--- config.mk ---
export PLATFORM = sky130hd
export DESIGN_NAME = seg_scan_ctrl
export DESIGN_NICKNAME = d
export VERILOG_FILES = /design/src/rtl/seg_pkg.sv /design/src/rtl/seven_disp_decoder.sv /design/src/rtl/seg_scan_ctrl.sv
export SDC_FILE = /design/constraint.sdc
export NUM_CORES = 1
export LEC_CHECK = 0
export CORE_MARGIN = 1.5
export CORE_UTILIZATION = 50
export DETAILED_ROUTE_END_ITERATION = 8
export PLACE_DENSITY = 0.76
export SYNTH_ARGS = -nofsm -noshare
export SYNTH_HDL_FRONTEND = slang
export SYNTH_SLANG_ARGS = --single-unit
--- constraint.sdc ---
create_clock -name clk -period 3.4 [get_ports clk]
set_input_delay 0.34 -clock clk [delete_from_list [all_inputs] [get_ports clk]]
set_output_delay 0.34 -clock clk [all_outputs]
set_load 0.005 [all_outputs]
--- src/rtl/seg_pkg.sv ---
// rtl/seg_pkg.sv - shared constants and sizing helper for the seven-segment scan controller
package seg_pkg;

    localparam logic [6:0] SEG_BLANK  = 7'h7F;
    localparam logic [7:0] AN_ALL_OFF = 8'hFF;
    localparam int         MAX_DIGITS = 8;

    // Ceiling log2, never below 1 so a counter always has at least one bit.
    function automatic int clog2(input int v);
        int r;
        r = 0;
        for (int i = 0; i < 31; i++) begin
            if ((1 << i) < v) begin
                r = i + 1;
            end
        end
        return (r < 1) ? 1 : r;
    endfunction

endpackage

--- src/rtl/seven_disp_decoder.sv ---
// rtl/seven_disp_decoder.sv - hex nibble to active-low {a,b,c,d,e,f,g} segment pattern
module seven_disp_decoder (
    input  logic [3:0] nib,
    output logic [6:0] seg
);

    // Pure lookup; segment bit 6 is 'a', bit 0 is 'g', 0 lights the segment.
    always_comb begin
        seg = 7'b1111111;
        case (nib)
            4'h0: seg = 7'b0000001;
            4'h1: seg = 7'b1001111;
            4'h2: seg = 7'b0010010;
            4'h3: seg = 7'b0000110;
            4'h4: seg = 7'b1001100;
            4'h5: seg = 7'b0100100;
            4'h6: seg = 7'b0100000;
            4'h7: seg = 7'b0001111;
            4'h8: seg = 7'b0000000;
            4'h9: seg = 7'b0000100;
            4'hA: seg = 7'b0001000;
            4'hB: seg = 7'b1100000;
            4'hC: seg = 7'b0110001;
            4'hD: seg = 7'b1000010;
            4'hE: seg = 7'b0110000;
            4'hF: seg = 7'b0111000;
            default: seg = 7'b1111111;
        endcase
    end

endmodule

--- src/rtl/seg_scan_ctrl.sv ---
// rtl/seg_scan_ctrl.sv - 8-digit multiplexed seven-segment scan controller; SEG_LZ_BLANK_EN enables leading-zero blanking
module seg_scan_ctrl
    import seg_pkg::*;
#(
    parameter int N_DIGITS = 8,
    parameter int SCAN_DIV = 100000
) (
    input  logic        clk,
    input  logic        rst,
    input  logic        wr,
    input  logic [31:0] wdata,
    input  logic [7:0]  wdp,
    output logic        busy,
    output logic [7:0]  an,
    output logic [6:0]  seg,
    output logic        dp,
    output logic        frame_tick
);

    localparam int CNT_W = clog2(SCAN_DIV);
    localparam int IDX_W = clog2(N_DIGITS);
    localparam logic [CNT_W-1:0] CNT_LAST = CNT_W'(SCAN_DIV - 1);
    localparam logic [IDX_W-1:0] IDX_LAST = IDX_W'(N_DIGITS - 1);

    logic [CNT_W-1:0] cnt;
    logic [IDX_W-1:0] idx;
    logic [31:0]      pdata;
    logic [7:0]       pdp;
    logic [31:0]      ddata;
    logic [7:0]       ddp;

    logic             wrap;
    logic             commit;
    logic [2:0]       sel;
    logic [3:0]       nib;
    logic [6:0]       dec_seg;
    logic             digit_on;
    logic [7:0]       an_nxt;
    logic [6:0]       seg_nxt;
    logic             dp_nxt;

    assign wrap   = (cnt == CNT_LAST);
    assign commit = wrap && (idx == IDX_LAST);
    assign sel    = 3'(idx);
    assign nib    = ddata[{sel, 2'b00} +: 4];

    // Prescaler and digit index: each digit holds for SCAN_DIV cycles.
    always_ff @(posedge clk or posedge rst) begin
        if (rst) begin
            cnt <= '0;
            idx <= '0;
        end else if (wrap) begin
            cnt <= '0;
            idx <= (idx == IDX_LAST) ? '0 : idx + 1'b1;
        end else begin
            cnt <= cnt + 1'b1;
        end
    end

    // Pending/displayed value: new data only reaches the display at the frame boundary.
    always_ff @(posedge clk or posedge rst) begin
        if (rst) begin
            pdata <= '0;
            pdp   <= '0;
            ddata <= '0;
            ddp   <= '0;
            busy  <= 1'b0;
        end else if (commit) begin
            if (wr) begin
                ddata <= wdata;
                ddp   <= wdp;
            end else if (busy) begin
                ddata <= pdata;
                ddp   <= pdp;
            end
            busy <= 1'b0;
        end else if (wr) begin
            pdata <= wdata;
            pdp   <= wdp;
            busy  <= 1'b1;
        end
    end

    seven_disp_decoder u_dec (
        .nib (nib),
        .seg (dec_seg)
    );

`ifdef SEG_LZ_BLANK_EN
    logic [7:0] lz_blank;
    logic       lz_zero;

    // A digit goes dark when it and every digit above it holds zero with no decimal point.
    always_comb begin
        lz_blank = '0;
        lz_zero  = 1'b1;
        for (int k = MAX_DIGITS - 1; k >= 1; k--) begin
            if (k < N_DIGITS) begin
                lz_zero     = lz_zero && (ddata[4*k +: 4] == 4'h0);
                lz_blank[k] = lz_zero && !ddp[k];
            end
        end
        digit_on = !lz_blank[sel];
    end
`else
    assign digit_on = 1'b1;
`endif

    // Next-cycle pin values for the digit currently selected.
    always_comb begin
        an_nxt  = AN_ALL_OFF;
        seg_nxt = SEG_BLANK;
        dp_nxt  = 1'b1;
        if (digit_on) begin
            an_nxt  = ~(8'b1 << sel);
            seg_nxt = dec_seg;
            dp_nxt  = ~ddp[sel];
        end
    end

    // Registered pin drivers; frame_tick marks the first cycle of digit 0.
    always_ff @(posedge clk or posedge rst) begin
        if (rst) begin
            an         <= AN_ALL_OFF;
            seg        <= SEG_BLANK;
            dp         <= 1'b1;
            frame_tick <= 1'b0;
        end else begin
            an         <= an_nxt;
            seg        <= seg_nxt;
            dp         <= dp_nxt;
            frame_tick <= commit;
        end
    end

endmodule

==> metrics.cfg, run 1 <==
[worst_setup_path]
crit_type=flop to flop
cp.required_ns=3.84
reg2reg_from=idx[0]
path_delay_family=multiplexers
slowest_stage=mux4_1
crit_chain=mux4_1 > mux2i_1 > inv_1 > ha_1 > and3_1 > a211o_1
slowest_delay_ns=0.59
crit_fanout=7
crit_buf_inv=1
worstPathArrival_ns=2.93
worstSetupEndpointType=flop
reg2reg_depth=6
r2r_end=seg[6]
r2r_slack_ns=0.92
cp-start-kind=flop

[sta]
skew_ns=0.00764
max_slew_margin_pct=42.0
fin_ws_ns=0.916
grt_setup_unrepaired=false
hold_viol=0
max_freq_mhz=403
tns_ns=0
worstMarginPinSlew_ns=0.866
final.period_utilization_pct=73.1
period_needed_ns=2.48
drv_slew=0
finalSetupViolations=0

[yosys]
yosysTopAreaCell=dfrtp_1
ys_ff_latch=118
avgSynthCellArea_sq_um=14.5
yosysMostFrequentCell=dfrtp_1
ys_types=44
synth_warnings=0
synth_area_leaders=dfrtp_1, mux2_1, mux2_2, dfstp_2, mux4_1
ys_seq_area_share_pct=53.3
synthesis.area_sq_mm=0.00558
yosysTopAreaCellShare_pct=45.8
synth_ff_type=dfrtp_1
synth_edf_count=0
synth_nets=442
synth-async-reset-ratio_pct=100
synth_commonest_cells=dfrtp_1, mux2_1, mux2_2, dfstp_2
synth_cells=386

[final_layout]
post-route-util_pct=63.9
num_antenna_cells=0
nNetsFinal=511
nFillCells=834
stdcell_count=608
drive_gt1_share_pct=22.9
area_growth_pct=24.1

[route]
drt-initial-drc-count=171
vias=3323
wl_per_cell_microns=17.3
routed_wl_microns=10500
detail-route-antenna-nets=0
first_pass_iters=4
post-route-drc-count=0
viasPerCell=5.47

[min_path]
hold_path_class=input port to async pin

[cts]
tritoncts=yes
cts_max_path_buffers=2
clock_latency_ns=0.52
cts_resized=0
clock-sinks=118
cts_root_buf=clkbuf_8
ctsHoldBuffers=0
cts_max_level=4
path_clk_slew_ns=0.06
cts_setup_buffers=0
cts_made_buffers=17

[grt]
grt_overflow_total=0
first_global_vias=3484
grt_pass1_wl_microns=17700
grt_max_degree=119
antenna_found_initial=0
grt_util_all_layers_pct=20.3

[placed_design]
gp_congestion=0.776
place_ws_ns=0.937
dp_hpwl_microns=7000
io_buffers=60
numPlacedInstances=576

[status]
outcome=finished, final reports clean

[power_and_ir_drop]
p_per_area_mw_per_mm2=513
ir_worst_vdd_v=0.000312
power.leakage_uw=0.00308

[die]
die_h_microns=109
die_area_sq_mm=0.0118
fp.dieW_microns=109
core_area_sq_mm=0.0108
start_util_pct=51.5
rows=38
ios=61

[run]
drv_cap=0

[area by class of cell]
type	count	area, sq um	share of cell area [%]
flip-flops and latches	118	2970	43.0
well taps	140	175	2.53
repair buffers	68	668	9.65
multi-input cells	240	2470	35.7
clock inverters	10	128	1.84
clock buffers	22	463	6.69
inverters	10	41.3	0.597
[report_power, final]
| part | internal [uW] | switching, uW |
|---|---|---|
| clock | 1170 | 602 |
| combinational | 154 | 110 |
| sequential | 1480 | 34.2 |
[tightest hold or removal path, delay by kind of cell]
kind	cells	cell delay [ns]
buffers and inverters	3	0.97
[per-layer routing]
metal	up-vias	part of all wire (%)	global-route usage, %
li1	1533	-	-
met1	1690	46	27.0
met2	79	48	31.8
met3	21	4.0	5.02
met4	0	2.0	8.65
met5	-	0	0
[cells by family after synthesis]
| logic type | Yosys count | synth area share [%] |
|---|---|---|
| flops | 118 | 53.3 |
| buf+inv | 28 | 2.69 |
| compound gates | 12 | 1.66 |
| xor+xnor | 14 | 2.20 |
| mux | 145 | 31.8 |
| simple gates | 56 | 5.40 |
| fa+ha+maj | 13 | 2.92 |
[placed cells by master (no fill, tap or decap), types with 2 or more instances in the layout]
cell type	n
clkinvlp_4	2
clkbuf_16	16
clkbuf_1	2
xor2_1	8
mux2_1	80
clkbuf_8	4
nor2b_1	2
buf_4	7
nand3_1	6
or3_1	2
nand2_1	13
dfstp_2	16
nor3b_1	2
inv_1	8
bufinv_16	3
o21ai_0	2
mux4_1	8
nand4_1	7
clkinv_2	6
mux4_2	2
xnor2_1	6
ha_1	13
and4_1	3
mux2i_1	10
nor2_1	12
nor4_1	3
dfrtp_1	102
clkdlybuf4s50_1	59
mux2_2	43
[registers in the layout (all words and copies together) (netlist names)]
| signal | cells |
|---|---|
| busy | 1 |
| ddp | 8 |
| ddata | 32 |
| an | 8 |
| seg | 7 |
| pdata | 32 |
| pdp | 8 |
| idx | 3 |
| cnt | 17 |
| dp | 1 |
| frame_tick | 1 |
[stage by stage]
stage / power (uW) / cell area [sq um] / hold WS, ns
2_1_floorplan: 1690 / 5580 / 0.448
3_3_place_gp: 1800 / 6330 / 0.461
3_5_place_dp: 1810 / 6330 / 0.470
4_1_cts: 3590 / 6920 / 0.372
5_1_grt: 3710 / 6920 / 0.425
6_report: 3550 / 6920 / 0.334
[how the worst max path moves through the flow]
| stage | from | endpoint | slack [ns] | depth (start not counted) |
|---|---|---|---|---|
| after global routing | idx[0] | seg[6] | 0.75 | 6 |
| after floorplan | idx[0] | seg[6] | 1.06 | 7 |
| final | idx[0] | seg[6] | 0.92 | 6 |
| after CTS | idx[0] | seg[6] | 0.91 | 6 |
| after global placement | cnt[0] | pdata[9] | 1.04 | 6 |
| after detailed placement | idx[0] | seg[6] | 0.94 | 6 |
(Power assumes the default switching activity.)
==> run 2: changes to the inputs <==
==> constraint.sdc (replaced) <==
create_clock -name clk -period 2 [get_ports clk]
set_input_delay 0.2 -clock clk [delete_from_list [all_inputs] [get_ports clk]]
set_output_delay 0.2 -clock clk [all_outputs]
set_load 0.005 [all_outputs]
==> run 2 against run 1 <==
Wire length up 30%. First-iteration DRC count down 5.3%. Non-clock buffer count grew 57. Highest routed layer unchanged. Maximum frequency grew 16%. Setup slack worse by 1.1 ns. Flip-flop and latch count unchanged. Sequential power increased by 70%. Largest power group unchanged. The run now ends with setup timing left. Clock power increased by 85%. Cell count grew 9.4%. Die area stayed put. Sequential share of layout area shrank 5.7 points.
==> metrics.cfg, run 2 (synthesis results as in run 1) <==
[grt]
grt_overflow_total=0
first_global_vias=3757
antenna_found_initial=0
grt_util_all_layers_pct=21.9
grt_pass1_wl_microns=19100
grt_max_degree=119

[sta]
drv_slew=0
tns_ns=-3.29
max_freq_mhz=466
max_slew_margin_pct=56.1
grt_setup_unrepaired=true
hold_viol=0
skew_ns=0.0112
fin_ws_ns=-0.144
final.period_utilization_pct=107
worstMarginPinSlew_ns=0.659
period_needed_ns=2.14
finalSetupViolations=67

[final_layout]
final_cell_mix=dfrtp_1, clkdlybuf4s50_1, mux2_2, mux2_4, mux2_1
num_antenna_cells=0
final_cell_area_sq_mm=0.00798
drive_gt1_share_pct=44.8
nNetsFinal=568
reg_top3=ddata x32, pdata x32, cnt x17
post-route-util_pct=73.6
stdcell_count=665
final_common_cell=dfrtp_1
area_growth_pct=43.0

[route]
top_layer_used=met4
met3_length_microns=437
met1_length_microns=5810
post-route-drc-count=0
wl_per_cell_microns=20.5
first_pass_iters=6
drt-initial-drc-count=162
viasPerCell=5.52
routed_wl_microns=13700
detail-route-antenna-nets=0
met2_length_microns=7140
vias=3673

[cts]
tritoncts=yes
cts_made_buffers=17
clock_latency_ns=0.52
clock-sinks=118
cts_max_path_buffers=2
path_clk_slew_ns=0.06
cts_root_buf=clkbuf_8
cts_max_level=4

[power_and_ir_drop]
p_clk_share_pct=50.6
p_sw_share_pct=21.8
power.leakage_uw=0.00360
comb_power_share_pct=9.6
switching_power_uw=1420
p_per_area_mw_per_mm2=814
intPower_uw=5080
seq_power_share_pct=39.9
ir_worst_vdd_v=0.000535

[placed_design]
placed_cell_area_sq_mm=0.00665
dp_hpwl_microns=7150
place_ws_ns=-0.142
io_buffers=60
gp_congestion=0.775
numPlacedInstances=605

[die]
ios=61
fp.dieW_microns=109
core_area_sq_mm=0.0108
rows=38
die_h_microns=109
die_area_sq_mm=0.0118
start_util_pct=51.5

[worst_setup_path]
reg2reg_from=idx[0]
cp.required_ns=2.45
crit_fanout=5
slowest_delay_ns=0.52
reg2reg_depth=7
worstSetupEndpointType=flop
slowest_stage=mux4_2
crit_chain=buf_12 > mux4_2 > mux2i_4 > inv_2 > ha_4 > mux2_4 > o21ai_4
cp-start-kind=flop
crit_type=flop to flop
worstPathArrival_ns=2.59
r2r_end=seg[2]
r2r_slack_ns=-0.14

[run]
drv_cap=0

[status]
outcome=complete, but fails checks
violations=setup timing

[min_path]
hold_start=wr
hold_depth=3
hold_path_class=input port to flop
whs_endpoint=busy

-- run 2: cell types whose count changed in the layout (fill, tap and decap cells not counted), sizes merged --
cell and change:
clkbuf +3, buf +51, clkinvlp +3, bufinv +2, clkinv -2
-- run 2: repair_timing --
action | 4_1_cts | 5_1_grt
endpoints found under the hold margin | 0 | 0
gates resized for setup | 20 | 67
hold buffers | 0 | 0
buffers inserted | 12 | 4
gates cloned | 3 | 9
endpoints found under the setup margin | 87 | 87
pin swaps | 7 | 8
-- run 2: per-layer routing --
metal / GRT usage, % / vias to the layer above
li1: - / 1646
met1: 27.7 / 1911
met2: 36.2 / 93
met3: 5.20 / 23
met4: 9.02 / 0
met5: 0 / -
-- run 2: critical path, delay by kind of cell, from the launching register on --
kind,cells,cell delay (ns)
AO/OA/AOI/OAI,1,0.15
multiplexers,3,1.04
flip-flops,1,0.45
buffers and inverters,2,0.26
adder cells (fa/ha/maj),1,0.17
-- run 2: cell type report --
cell class	instances	area (sq um)
Sequential cell	118	2970
Clock buffer	19	432
Fill cell	670	2860
Tap cell	140	175
Inverter	10	41.3
Timing Repair Buffer	125	1400
Clock inverter	13	204
Multi-Input combinational cell	240	2750
-- run 2: worst max-delay path by stage --
stage | from | to | slack (ns) | depth (start not counted)
CTS | idx[0] | seg[6] | -0.09 | 8
floorplan | idx[0] | seg[5] | -0.04 | 7
finish | idx[0] | seg[2] | -0.14 | 7
global placement | idx[0] | seg[2] | -0.11 | 7
global route | idx[0] | seg[2] | -0.20 | 7
detailed placement | cnt[1] | ddp[5] | -0.14 | 6
-- run 2: power groups by stage --
stage | combinational (uW) | sequential (uW) | clock, uW
after CTS | 495 | 2580 | 3290
after floorplan | 283 | 2600 | 0
after global routing | 665 | 2600 | 3450
final | 621 | 2590 | 3280
after detailed placement | 476 | 2620 | 0
after global placement | 463 | 2610 | 0
-- run 2: metrics by stage --
step,power [uW],hold slack [ns]
6_report,6490,0.0575
5_1_grt,6710,0.0436
4_1_cts,6360,0.0424
3_5_place_dp,3090,0.471
3_3_place_gp,3070,0.461
2_1_floorplan,2880,0.332
